File: config.mk
export PLATFORM = sky130hd
export DESIGN_NAME = req_priority_encoder
export DESIGN_NICKNAME = d
export VERILOG_FILES = /design/src/rtl/req_priority_encoder.sv
export SDC_FILE = /design/constraint.sdc
export NUM_CORES = 1
export LEC_CHECK = 0
export ABC_AREA = 0
export BUFFER_PORTS_ARGS = -buffer_cell sky130_fd_sc_hd__clkbuf_2
export CORE_UTILIZATION = 38
export CTS_BUF_LIST = sky130_fd_sc_hd__clkbuf_4
export DETAILED_ROUTE_END_ITERATION = 10
export SYNTH_ARGS = -nofsm -noshare
export SYNTH_HDL_FRONTEND = slang
export SYNTH_SLANG_ARGS = --single-unit
export TNS_END_PERCENT = 50
File: constraint.sdc
create_clock -name clk -period 1.5 [get_ports clk]
set_input_delay 0.075 -clock clk [delete_from_list [all_inputs] [get_ports clk]]
set_output_delay 0.075 -clock clk [all_outputs]
set_load 0.02 [all_outputs]
File: src/rtl/req_priority_encoder.sv
// Sequential N-to-log2(N) priority encoder with valid/ready output.
// Define RR_PRIORITY_EN for round-robin priority instead of fixed.
module req_priority_encoder #(
  parameter int N_REQ = 4,
  parameter int IDX_W = 2
) (
  input  logic             clk,
  input  logic             rst_n,
  input  logic [N_REQ-1:0] req_i,
  input  logic             clear_i,
  input  logic             ready_i,
  output logic [IDX_W-1:0] code_o,
  output logic             valid_o,
  output logic [N_REQ-1:0] pending_o,
  output logic             merge_o
);

  typedef enum logic {
    IDLE,
    GRANT
  } state_t;

  state_t             state_q;
  state_t             state_d;
  logic [N_REQ-1:0]   pending_q;
  logic [N_REQ-1:0]   next_pend;
  logic [N_REQ-1:0]   ack_mask;
  logic [N_REQ-1:0]   hit;
  logic [IDX_W-1:0]   code_q;
  logic [IDX_W-1:0]   code_d;
  logic               valid_q;
  logic               valid_d;
  logic               merge_q;
  logic               merge_d;
  logic               xfer;
  logic [IDX_W-1:0]   ptr_d;
  logic [IDX_W-1:0]   sel_idx;
  logic               sel_any;

  // A flush cancels any handshake in the same cycle.
  assign xfer = valid_q & ready_i & ~clear_i;

  // Retire the granted bit; a fresh request on it re-arms it.
  always_comb begin
    ack_mask = '0;
    if (xfer) begin
      ack_mask = N_REQ'(1) << code_q;
    end
    next_pend = '0;
    if (!clear_i) begin
      next_pend = (pending_q & ~ack_mask) | req_i;
    end
    hit     = req_i & pending_q & ~ack_mask;
    merge_d = ~clear_i & (|hit);
  end

`ifdef RR_PRIORITY_EN
  logic [IDX_W-1:0] ptr_q;

  // After granting k, k becomes lowest priority.
  always_comb begin
    ptr_d = ptr_q;
    if (xfer) begin
      ptr_d = code_q - IDX_W'(1);
    end
  end

  // Round-robin search pointer.
  always_ff @(posedge clk) begin
    if (!rst_n) begin
      ptr_q <= IDX_W'(N_REQ - 1);
    end else begin
      ptr_q <= ptr_d;
    end
  end
`else
  assign ptr_d = IDX_W'(N_REQ - 1);
`endif

  // Search down from ptr_d with wrap; ptr_d itself wins.
  always_comb begin
    logic [IDX_W-1:0] cand;
    sel_idx = '0;
    sel_any = 1'b0;
    cand    = '0;
    for (int i = N_REQ - 1; i >= 0; i--) begin
      cand = ptr_d - IDX_W'(i);
      if (next_pend[cand]) begin
        sel_idx = cand;
        sel_any = 1'b1;
      end
    end
  end

  // Grant FSM: load on entry, hold while stalled.
  always_comb begin
    state_d = state_q;
    code_d  = code_q;
    valid_d = valid_q;
    if (clear_i) begin
      state_d = IDLE;
      valid_d = 1'b0;
    end else begin
      unique case (state_q)
        IDLE: begin
          if (sel_any) begin
            code_d  = sel_idx;
            valid_d = 1'b1;
            state_d = GRANT;
          end
        end
        GRANT: begin
          if (xfer) begin
            if (sel_any) begin
              code_d  = sel_idx;
              valid_d = 1'b1;
            end else begin
              valid_d = 1'b0;
              state_d = IDLE;
            end
          end
        end
        default: begin
          state_d = IDLE;
          valid_d = 1'b0;
        end
      endcase
    end
  end

  // State and output registers.
  always_ff @(posedge clk) begin
    if (!rst_n) begin
      state_q   <= IDLE;
      pending_q <= '0;
      code_q    <= '0;
      valid_q   <= 1'b0;
      merge_q   <= 1'b0;
    end else begin
      state_q   <= state_d;
      pending_q <= next_pend;
      code_q    <= code_d;
      valid_q   <= valid_d;
      merge_q   <= merge_d;
    end
  end

  assign code_o    = code_q;
  assign valid_o   = valid_q;
  assign pending_o = pending_q;
  assign merge_o   = merge_q;

endmodule
==> results.tsv, run 1 <==
metric	value	unit
Hold WS	0.0295	ns
Via density	5.55	
Detail Route Antenna Nets	0	
Tot Pwr	0.000595	W
final design utilization	0.557	
FF-to-FF path depth	5	
largest net degree at the start of global routing	8	
Critical Path Max Stage Delay	0.37	ns
WP depth	5	
Cell Rows	12	
Initial Util	0.432	
critical path fanouts, max	5	
# setup viols final	0	
worst reg2reg startpoint	code_o[0]$_SDFFE_PN0P_	
area grow syn2layout	29.1	%
CP Cell Sequence	mux2_4, o22ai_1, nand4_1, a21oi_1, a311oi_1	
reg-to-reg slack, setup	0.11	ns
P_int	0.000429	W
CTS tree	yes	
Worst setup EP type	register	
Hold Path Class	input pin to register	
grt ovf	0	
Mapped Avg Cell Area	8.32	um^2
max cap viols	0	
fin area	644	um^2
CP Capture Point	code_o[0]$_SDFFE_PN0P_	
vias in the first global route	405	
number of I/O port buffers	15	
Async SR Flop Fraction	0	
Post-Syn Area	499	um^2
clock sinks	9	
Seq pwr share	0.455	
EDFF count, synth	0	
RSZ-0062 raised after global routing	no	
Clock Latency Late Sink	0.26	ns
Distinct cells, synth	27	
post-route setup TNS	0	ns
post-synthesis cell count	60	
Slew @ Worst Pin	0.286	ns
DR WL/cell	12.1	um
outcome	complete, no violations	
commonest register cell after synthesis	dfxtp_1	
CP Launch Type	register	
Placer Congestion	0.748	
worst vdd ir	554	uV
Setup CP Type	register to register	
HPWL Detailed	856	um
layout cell share with drive strength beyond 1	0.354	
min Tclk post-route	1.39	ns
CP bufs+invs	0	
antenna cell count	0	
first-pass GRT wire length	1.72	mm
total number of vias	533	
clk_skew	0.00319	ns
worst flop-to-flop path endpoint	code_o[0]$_SDFFE_PN0P_	
Net Sw Frac	0.279	
NetSw	0.000166	W
Final Hold Viols	0	
Detailed Routing Iterations Pass 1	4	
core area	1160	um^2
wirelength, routed	1.16	mm
Hold-fix buffers, CTS	0	
total track usage	0.179	
root buffer cell	clkbuf_4	
Yosys reg bits	9	
Seq/Total Area, Yosys	0.361	
nets@finish	91	
Die Wd	38.2	um
Slew headroom	0.809	
Pwr Density	923	nW/um^2
largest buffer count on any clock path	2	
Slowest-stage cell, CP	dfxtp_2	
I/O pins	16	
Worst EP required	1.64	ns
initial antenna violation count	0	
drt drc	0	
CTS H-tree depth	1	
Num CTS Buffers	3	
f_max	721	MHz
Critical Path Source	code_o[0]$_SDFFE_PN0P_	
Synth Warn #	0	
critical path's top delay family	compound AO/OA/AOI/OAI gates	
Slew Limit Fails	0	
Logic pwr share	0.202	
Placed Area	612	um^2
Tcrit/Tclk final	0.925	
Die Span Y	38.2	um
Critical Path AT	1.53	ns
Syn Nets	68	
DR iter-0 viols	21	
Leak	0.282	nW
Clk pin slew, worst setup/hold paths	0.06	ns
DIE AREA	1460	um^2
share of total power in the clock network	0.343	
-- cell usage after synthesis, types with 2 or more instances --
| cell | instances | area share |
|---|---|---|
| dfxtp_1 | 9 | 0.36 |
| nor2_1 | 8 | 0.060 |
| nand2_1 | 7 | 0.053 |
| a21oi_1 | 6 | 0.060 |
| inv_1 | 3 | 0.023 |
| a21boi_1 | 2 | 0.030 |
| a311oi_1 | 2 | 0.035 |
| nand4_1 | 2 | 0.025 |
| nor2b_1 | 2 | 0.025 |
| o21ai_0 | 2 | 0.020 |
-- worst min-delay path, stage by stage --
cell      delay, ns
clkbuf_2       0.10
inv_1          0.05
a311oi_1       0.03
-- area by class of cell --
type	count	area, um^2
inverter	3	11.3
sequential	9	184
tap	14	17.5
fill	114	512
multi-input combinational	47	297
clock buffer	4	30.0
timing repair buffer	19	105
-- power by group through the flow --
stage          sequential (W)  clock, W  combinational [W]
3_5_place_dp         0.000275         0           0.000119
4_1_cts              0.000269  0.000213           0.000120
6_report             0.000271  0.000204           0.000120
5_1_grt              0.000272  0.000224           0.000130
3_3_place_gp         0.000275         0           0.000120
2_1_floorplan        0.000288         0          0.0000606
-- placed cells by master (no fill, tap or decap), types with 2 or more instances in the layout --
cell	instances
a311oi_1	2
clkbuf_2	15
dfxtp_1	6
buf_4	4
nand2_1	7
nand4_1	2
a21oi_1	6
nor2b_1	2
inv_1	3
dfxtp_2	3
o21ai_0	2
clkbuf_4	4
a21boi_1	2
nor2_1	8
-- sequential cells by signal, indices dropped and copies added, names as in the netlist --
name	flops
merge_o	1
pending_o	4
valid_o	1
state_q	1
code_o	2
-- worst min-delay path by stage --
stage / start / to / slack (ns) / cells after the start
3_5_place_dp: rst_n / code_o[0]$_SDFFE_PN0P_ / 0.31 / 3
2_1_floorplan: rst_n / code_o[0]$_SDFFE_PN0P_ / 0.18 / 2
6_report: rst_n / code_o[0]$_SDFFE_PN0P_ / 0.03 / 3
3_3_place_gp: rst_n / code_o[0]$_SDFFE_PN0P_ / 0.30 / 3
5_1_grt: rst_n / code_o[0]$_SDFFE_PN0P_ / 0.04 / 3
4_1_cts: rst_n / code_o[0]$_SDFFE_PN0P_ / 0.03 / 3
-- metal layers --
layer  share of wire  wire (um)  GRT usage  vias up
met2            0.46        530      0.263       14
met4          0.0086         10     0.0804        0
li1                -          -          -      269
met5               0          0          0        -
met1            0.48        551      0.218      246
met3           0.058         67     0.0872        4
-- what timing repair did --
item,CTS,global route
buffers inserted,0,0
endpoints found under the setup margin,0,1
resized for setup,0,2
-- cells by family after synthesis --
| group | share of synthesized area |
|---|---|
| AND/OR/NAND/NOR | 0.238 |
| AO/OA/AOI/OAI | 0.303 |
| flip-flops | 0.361 |
| buffers and inverters | 0.0451 |
| multiplexers | 0.0526 |
-- per-stage QoR --
stage	setup slack, ns	cells
2_1_floorplan	0.0372	60
3_3_place_gp	0.0839	92
3_5_place_dp	0.0658	92
4_1_cts	0.0532	96
5_1_grt	0.0392	96
6_report	0.113	96
(Power assumes the default switching activity.)
==> run 2: changes to the inputs <==
RECOVER_POWER = 25   (was default)
==> run 2 against run 1 <==
Net effect: final cell count stayed put; sequential cell count stayed put; via count is 0.75% higher; critical path depth stayed put; register-to-register slack hardly changed; largest power group unchanged; highest routed layer unchanged.
==> results.tsv, run 2 (same netlist as run 1, synthesis figures left out) <==
metric	value	unit	change
outcome	complete, no violations		
Worst EP required	1.67	ns	+0.03 ns
antenna cell count	0		unchanged
PostCTS Resize Cnt	0		unchanged
CTS tree	yes		
core area	1160	um^2	unchanged
Detailed Routing Iterations Pass 1	5		+1
CP Cell Sequence	nand4b_1, or3_1, o21ai_2, a21boi_1, a311oi_1		
Slew headroom	0.807		-0.00186
grt ovf	0		unchanged
Slowest-stage cell, CP	dfxtp_2		
clock sinks	9		unchanged
root buffer cell	clkbuf_4		
Final Hold Viols	0		unchanged
Hold-fix buffers, CTS	0		unchanged
max cap viols	0		unchanged
largest buffer count on any clock path	2		unchanged
Die Span Y	38.2	um	unchanged
HPWL Detailed	856	um	unchanged
Critical Path Source	valid_o$_SDFFE_PP0P_		
commonest non-fill, non-tap cell in the layout	clkbuf_2		
drt drc	0		unchanged
max reg flops	4		unchanged
CTS H-tree depth	1		unchanged
Critical Path Max Stage Delay	0.38	ns	about the same
# setup viols final	0		unchanged
Slew @ Worst Pin	0.289	ns	+0.00279 ns
first-pass GRT wire length	1.72	mm	unchanged
Setup Buffers After CTS	0		unchanged
Pwr Density	928	nW/um^2	+0.58%
post-route setup TNS	0	ns	unchanged
Leak	0.268	nW	-4.7%
worst reg2reg startpoint	valid_o$_SDFFE_PP0P_		
number of I/O port buffers	15		unchanged
Slew Limit Fails	0		unchanged
clk_skew	0.00321	ns	+0.0000236 ns
DR WL/cell	12.1	um	unchanged
RSZ-0062 raised after global routing	no		
f_max	721	MHz	about the same
largest net degree at the start of global routing	8		unchanged
Worst Hold Depth	3		unchanged
worst vdd ir	544	uV	-1.7%
layout cell share with drive strength beyond 1	0.305		-0.0488
vias in the first global route	405		unchanged
Clock Latency Late Sink	0.26	ns	about the same
commonest non-fill, non-tap cells in the layout	11 x clkbuf_2, 8 x nor2_1, 7 x nand2_1		
CP Launch Type	register		
wirelength, routed	1.16	mm	unchanged
nets@finish	91		unchanged
area grow syn2layout	28.1	%	
Die Wd	38.2	um	unchanged
Hold WS	0.0288	ns	-0.000665 ns
Initial Util	0.432		unchanged
total track usage	0.179		unchanged
Clk pin slew, worst setup/hold paths	0.06	ns	about the same
Placer Congestion	0.748		unchanged
FF-to-FF path depth	5		unchanged
critical path fanouts, max	7		+2
Cell Rows	12		unchanged
final design utilization	0.553		-0.00433
Detail Route Antenna Nets	0		unchanged
min Tclk post-route	1.39	ns	+0.000339 ns
dpl cells	92		unchanged
Tcrit/Tclk final	0.925		about the same
Hold Crit Start	rst_n		
total number of vias	537		+0.75%
Setup CP Type	register to register		
I/O pins	16		unchanged
non-filler cells, final	96		unchanged
Via density	5.59		+0.75%
Hold Path Class	input pin to register		
Critical Path AT	1.56	ns	+0.03 ns
Worst setup EP type	register		
initial antenna violation count	0		unchanged
Num CTS Buffers	3		unchanged
DR iter-0 viols	21		unchanged
DIE AREA	1460	um^2	unchanged
-- run 2: cell counts in the layout (fill, tap and decap cells not counted) --
Identical to the previous run, type by type.
-- run 2: per-layer routing --
| metal | vias up | GRT usage | wire, um |
|---|---|---|---|
| li1 | 270 | - | - |
| met1 | 247 | 0.218 | 545 |
| met2 | 16 | 0.263 | 522 |
| met3 | 4 | 0.0872 | 74 |
| met4 | 0 | 0.0804 | 17 |
| met5 | - | 0 | 0 |
-- run 2: cell type report --
type	instances	area [um^2]
clock buffer	4	30.0
inverter	3	11.3
multi-input combinational	47	297
sequential	9	184
timing repair buffer	19	100
fill	115	517
tap	14	17.5
-- run 2: through the flow --
step	instance area [um^2]	worst slack, ns	total power, W
2_1_floorplan	500	0.0372	0.000349
3_3_place_gp	612	0.0839	0.000395
3_5_place_dp	612	0.0658	0.000393
4_1_cts	642	0.0532	0.000602
5_1_grt	639	0.0392	0.000625
6_report	639	0.113	0.000593
-- run 2: critical path: cells and delay by family, from the launching register on --
family	cells	cell delay (ns)
simple gates	2	0.52
compound gates	3	0.41
flops	1	0.38
-- run 2: final timing paths --
| kind | endpoint | slack, ns |
|---|---|---|
| worst max-delay path | code_o[0]$_SDFFE_PN0P_ | 0.11 |
| worst max register to register | code_o[0]$_SDFFE_PN0P_ | 0.11 |
| worst min register to register | state_q$_SDFF_PP0_ | 0.48 |
| worst min-delay path | code_o[0]$_SDFFE_PN0P_ | 0.03 |
-- run 2: power by group --
| part | switching [W] | total, W | internal [W] |
|---|---|---|---|
| Sequential | 0.0000159 | 0.000271 | 0.000255 |
| Clock | 0.0000839 | 0.000204 | 0.000121 |
| Combinational | 0.0000663 | 0.000118 | 0.0000521 |
==> run 3: changes to the inputs <==
CORE_AREA = 2 2 39 41   (was default)
CORE_UTILIZATION = default   (was 38)
DIE_AREA = 0 0 41 43   (was default)
==> run 3 against run 2 <==
Net effect: via count down 0.74%; combinational power about the same; register-to-register slack worse by 0.02 ns; critical path type unchanged.
==> results.tsv, run 3 (same netlist as run 1, synthesis figures left out) <==
metric	value	unit	change
largest net degree at the start of global routing	8		unchanged
Critical Path Max Stage Delay	0.38	ns	about the same
first-pass GRT wire length	2.04	mm	+19%
reg-to-reg slack, setup	0.09	ns	-0.02 ns
area of the multi-input gates	297	um^2	unchanged
root buffer cell	clkbuf_4		
core area	1380	um^2	+20%
Hold Path Class	input pin to register		
share of total power in the clock network	0.344		about the same
area grow syn2layout	29.6	%	
worst flop-to-flop path endpoint	code_o[0]$_SDFFE_PN0P_		
Final Hold Viols	0		unchanged
f_max	711	MHz	-1.4%
Die Span Y	43	um	+12%
commonest non-fill, non-tap cells in the layout	11 x clkbuf_2, 8 x nor2_1, 7 x nand2_1		
number of I/O port buffers	15		unchanged
Placer Congestion	0.731		-2.2%
Pwr Density	912	nW/um^2	-1.7%
P_int	0.000425	W	-0.53%
register area	189	um^2	+2.7%
CP Launch Type	register		
Slowest-stage cell, CP	dfxtp_2		
FF-to-FF path depth	5		unchanged
largest buffer count on any clock path	2		unchanged
Clk pin slew, worst setup/hold paths	0.06	ns	about the same
Worst setup EP type	register		
CP Cell Sequence	mux2_1, o22ai_2, nand4_1, a21oi_1, a311oi_1		
Detail Route Antenna Nets	0		unchanged
CTS tree	yes		
Worst Hold Depth	3		unchanged
outcome	complete, no violations		
Die Wd	41	um	+7.2%
Slew Limit Fails	0		unchanged
initial antenna violation count	0		unchanged
vias in the first global route	493		+22%
Cell Rows	14		+2
layout cell share with drive strength beyond 1	0.305		unchanged
clock sinks	9		unchanged
worst vdd ir	393	uV	-28%
Logic pwr share	0.200		about the same
Tcrit/Tclk final	0.938		+0.0129
CP bufs+invs	0		unchanged
NetSw	0.000165	W	-0.67%
Hold WS	0.0401	ns	+0.0112 ns
min Tclk post-route	1.41	ns	+0.0193 ns
I/O pins	16		unchanged
wirelength, routed	1.20	mm	+3.4%
DIE AREA	1760	um^2	+21%
Clock Latency Late Sink	0.26	ns	about the same
# setup viols final	0		unchanged
end point of the worst hold path	code_o[0]$_SDFFE_PN0P_		
Seq pwr share	0.456		about the same
HPWL Detailed	947	um	+11%
Leak	0.269	nW	+0.34%
Setup Buffers After CTS	0		unchanged
max cap viols	0		unchanged
Fillers	156		+36%
nets@finish	91		unchanged
grt ovf	0		unchanged
CTS H-tree depth	1		unchanged
Tot Pwr	0.000590	W	-0.57%
critical path fanouts, max	5		-2
total track usage	0.171		-0.00807
Via density	5.44		-2.8%
Hold-fix buffers, CTS	0		unchanged
drt drc	0		unchanged
DR iter-0 viols	6		-71%
worst reg2reg startpoint	code_o[0]$_SDFFE_PN0P_		
Net Sw Frac	0.280		about the same
max reg flops	4		unchanged
RSZ-0062 raised after global routing	yes		
commonest non-fill, non-tap cell in the layout	clkbuf_2		
Setup CP Type	register to register		
clk_skew	0.00826	ns	+0.00505 ns
PostCTS Resize Cnt	0		unchanged
Initial Util	0.361		-0.0711
Slew @ Worst Pin	0.309	ns	+0.0197 ns
Critical Path AT	1.52	ns	-0.04 ns
antenna cell count	0		unchanged
Slew headroom	0.794		-0.0131
total number of vias	533		-0.74%
Worst EP required	1.62	ns	-0.05 ns
Hold Crit Start	rst_n		
DR WL/cell	12.2	um	+1.3%
Num CTS Buffers	3		unchanged
Detailed Routing Iterations Pass 1	5		unchanged
critical path's top delay family	flip-flops		
run 3: cell types whose count changed in the layout (fill, tap and decap cells not counted):
cell and change:
dfxtp_2 -2, dfxtp_4 +2
run 3: final cells by class:
class	count	share of cell area
multi-input combinational	47	0.458
timing repair buffer	19	0.155
tap	16	0.0309
clock buffer	4	0.0464
sequential	9	0.292
inverter	3	0.0174
run 3: routing by layer:
metal	GRT usage	vias to the layer above	part of all wire
li1	-	270	-
met1	0.240	244	0.48
met2	0.234	15	0.46
met3	0.0314	4	0.046
met4	0.100	0	0.012
met5	0	-	0
run 3: how the worst max path moves through the flow:
stage,from,to,slack (ns),cells after the start
global route,valid_o$_SDFFE_PP0P_,code_o[0]$_SDFFE_PN0P_,-0.04,5
global placement,code_o[1]$_SDFFE_PN0P_,code_o[0]$_SDFFE_PN0P_,0.03,5
finish,code_o[0]$_SDFFE_PN0P_,code_o[0]$_SDFFE_PN0P_,0.09,5
CTS,code_o[1]$_SDFFE_PN0P_,code_o[0]$_SDFFE_PN0P_,0.007,5
floorplan,valid_o$_SDFFE_PP0P_,code_o[0]$_SDFFE_PN0P_,0.04,5
detailed placement,code_o[1]$_SDFFE_PN0P_,code_o[0]$_SDFFE_PN0P_,0.02,5
run 3: power groups by stage:
| stage | Combinational (W) | Clock (W) | Sequential (W) |
|---|---|---|---|
| 6_report | 0.000118 | 0.000203 | 0.000269 |
| 5_1_grt | 0.000131 | 0.000225 | 0.000272 |
| 4_1_cts | 0.000120 | 0.000207 | 0.000270 |
| 3_5_place_dp | 0.000119 | 0 | 0.000275 |
| 3_3_place_gp | 0.000119 | 0 | 0.000274 |
| 2_1_floorplan | 0.0000606 | 0 | 0.000288 |
run 3: tightest hold or removal path: stages:
cell,delay [ns]
clkbuf_2,0.09
inv_1,0.05
a311oi_1,0.04
run 3: metrics by stage:
stage | setup TNS (ns) | setup slack (ns) | instance area [um^2] | std cells | util
after floorplan | 0 | 0.0372 | 500 | 60 | -
after global placement | 0 | 0.0296 | 614 | 94 | 0.444
after detailed placement | 0 | 0.0247 | 614 | 94 | 0.444
after CTS | 0 | 0.00701 | 644 | 98 | 0.466
after global routing | -0.0351 | -0.0351 | 647 | 98 | 0.467
final | 0 | 0.0935 | 647 | 98 | 0.467
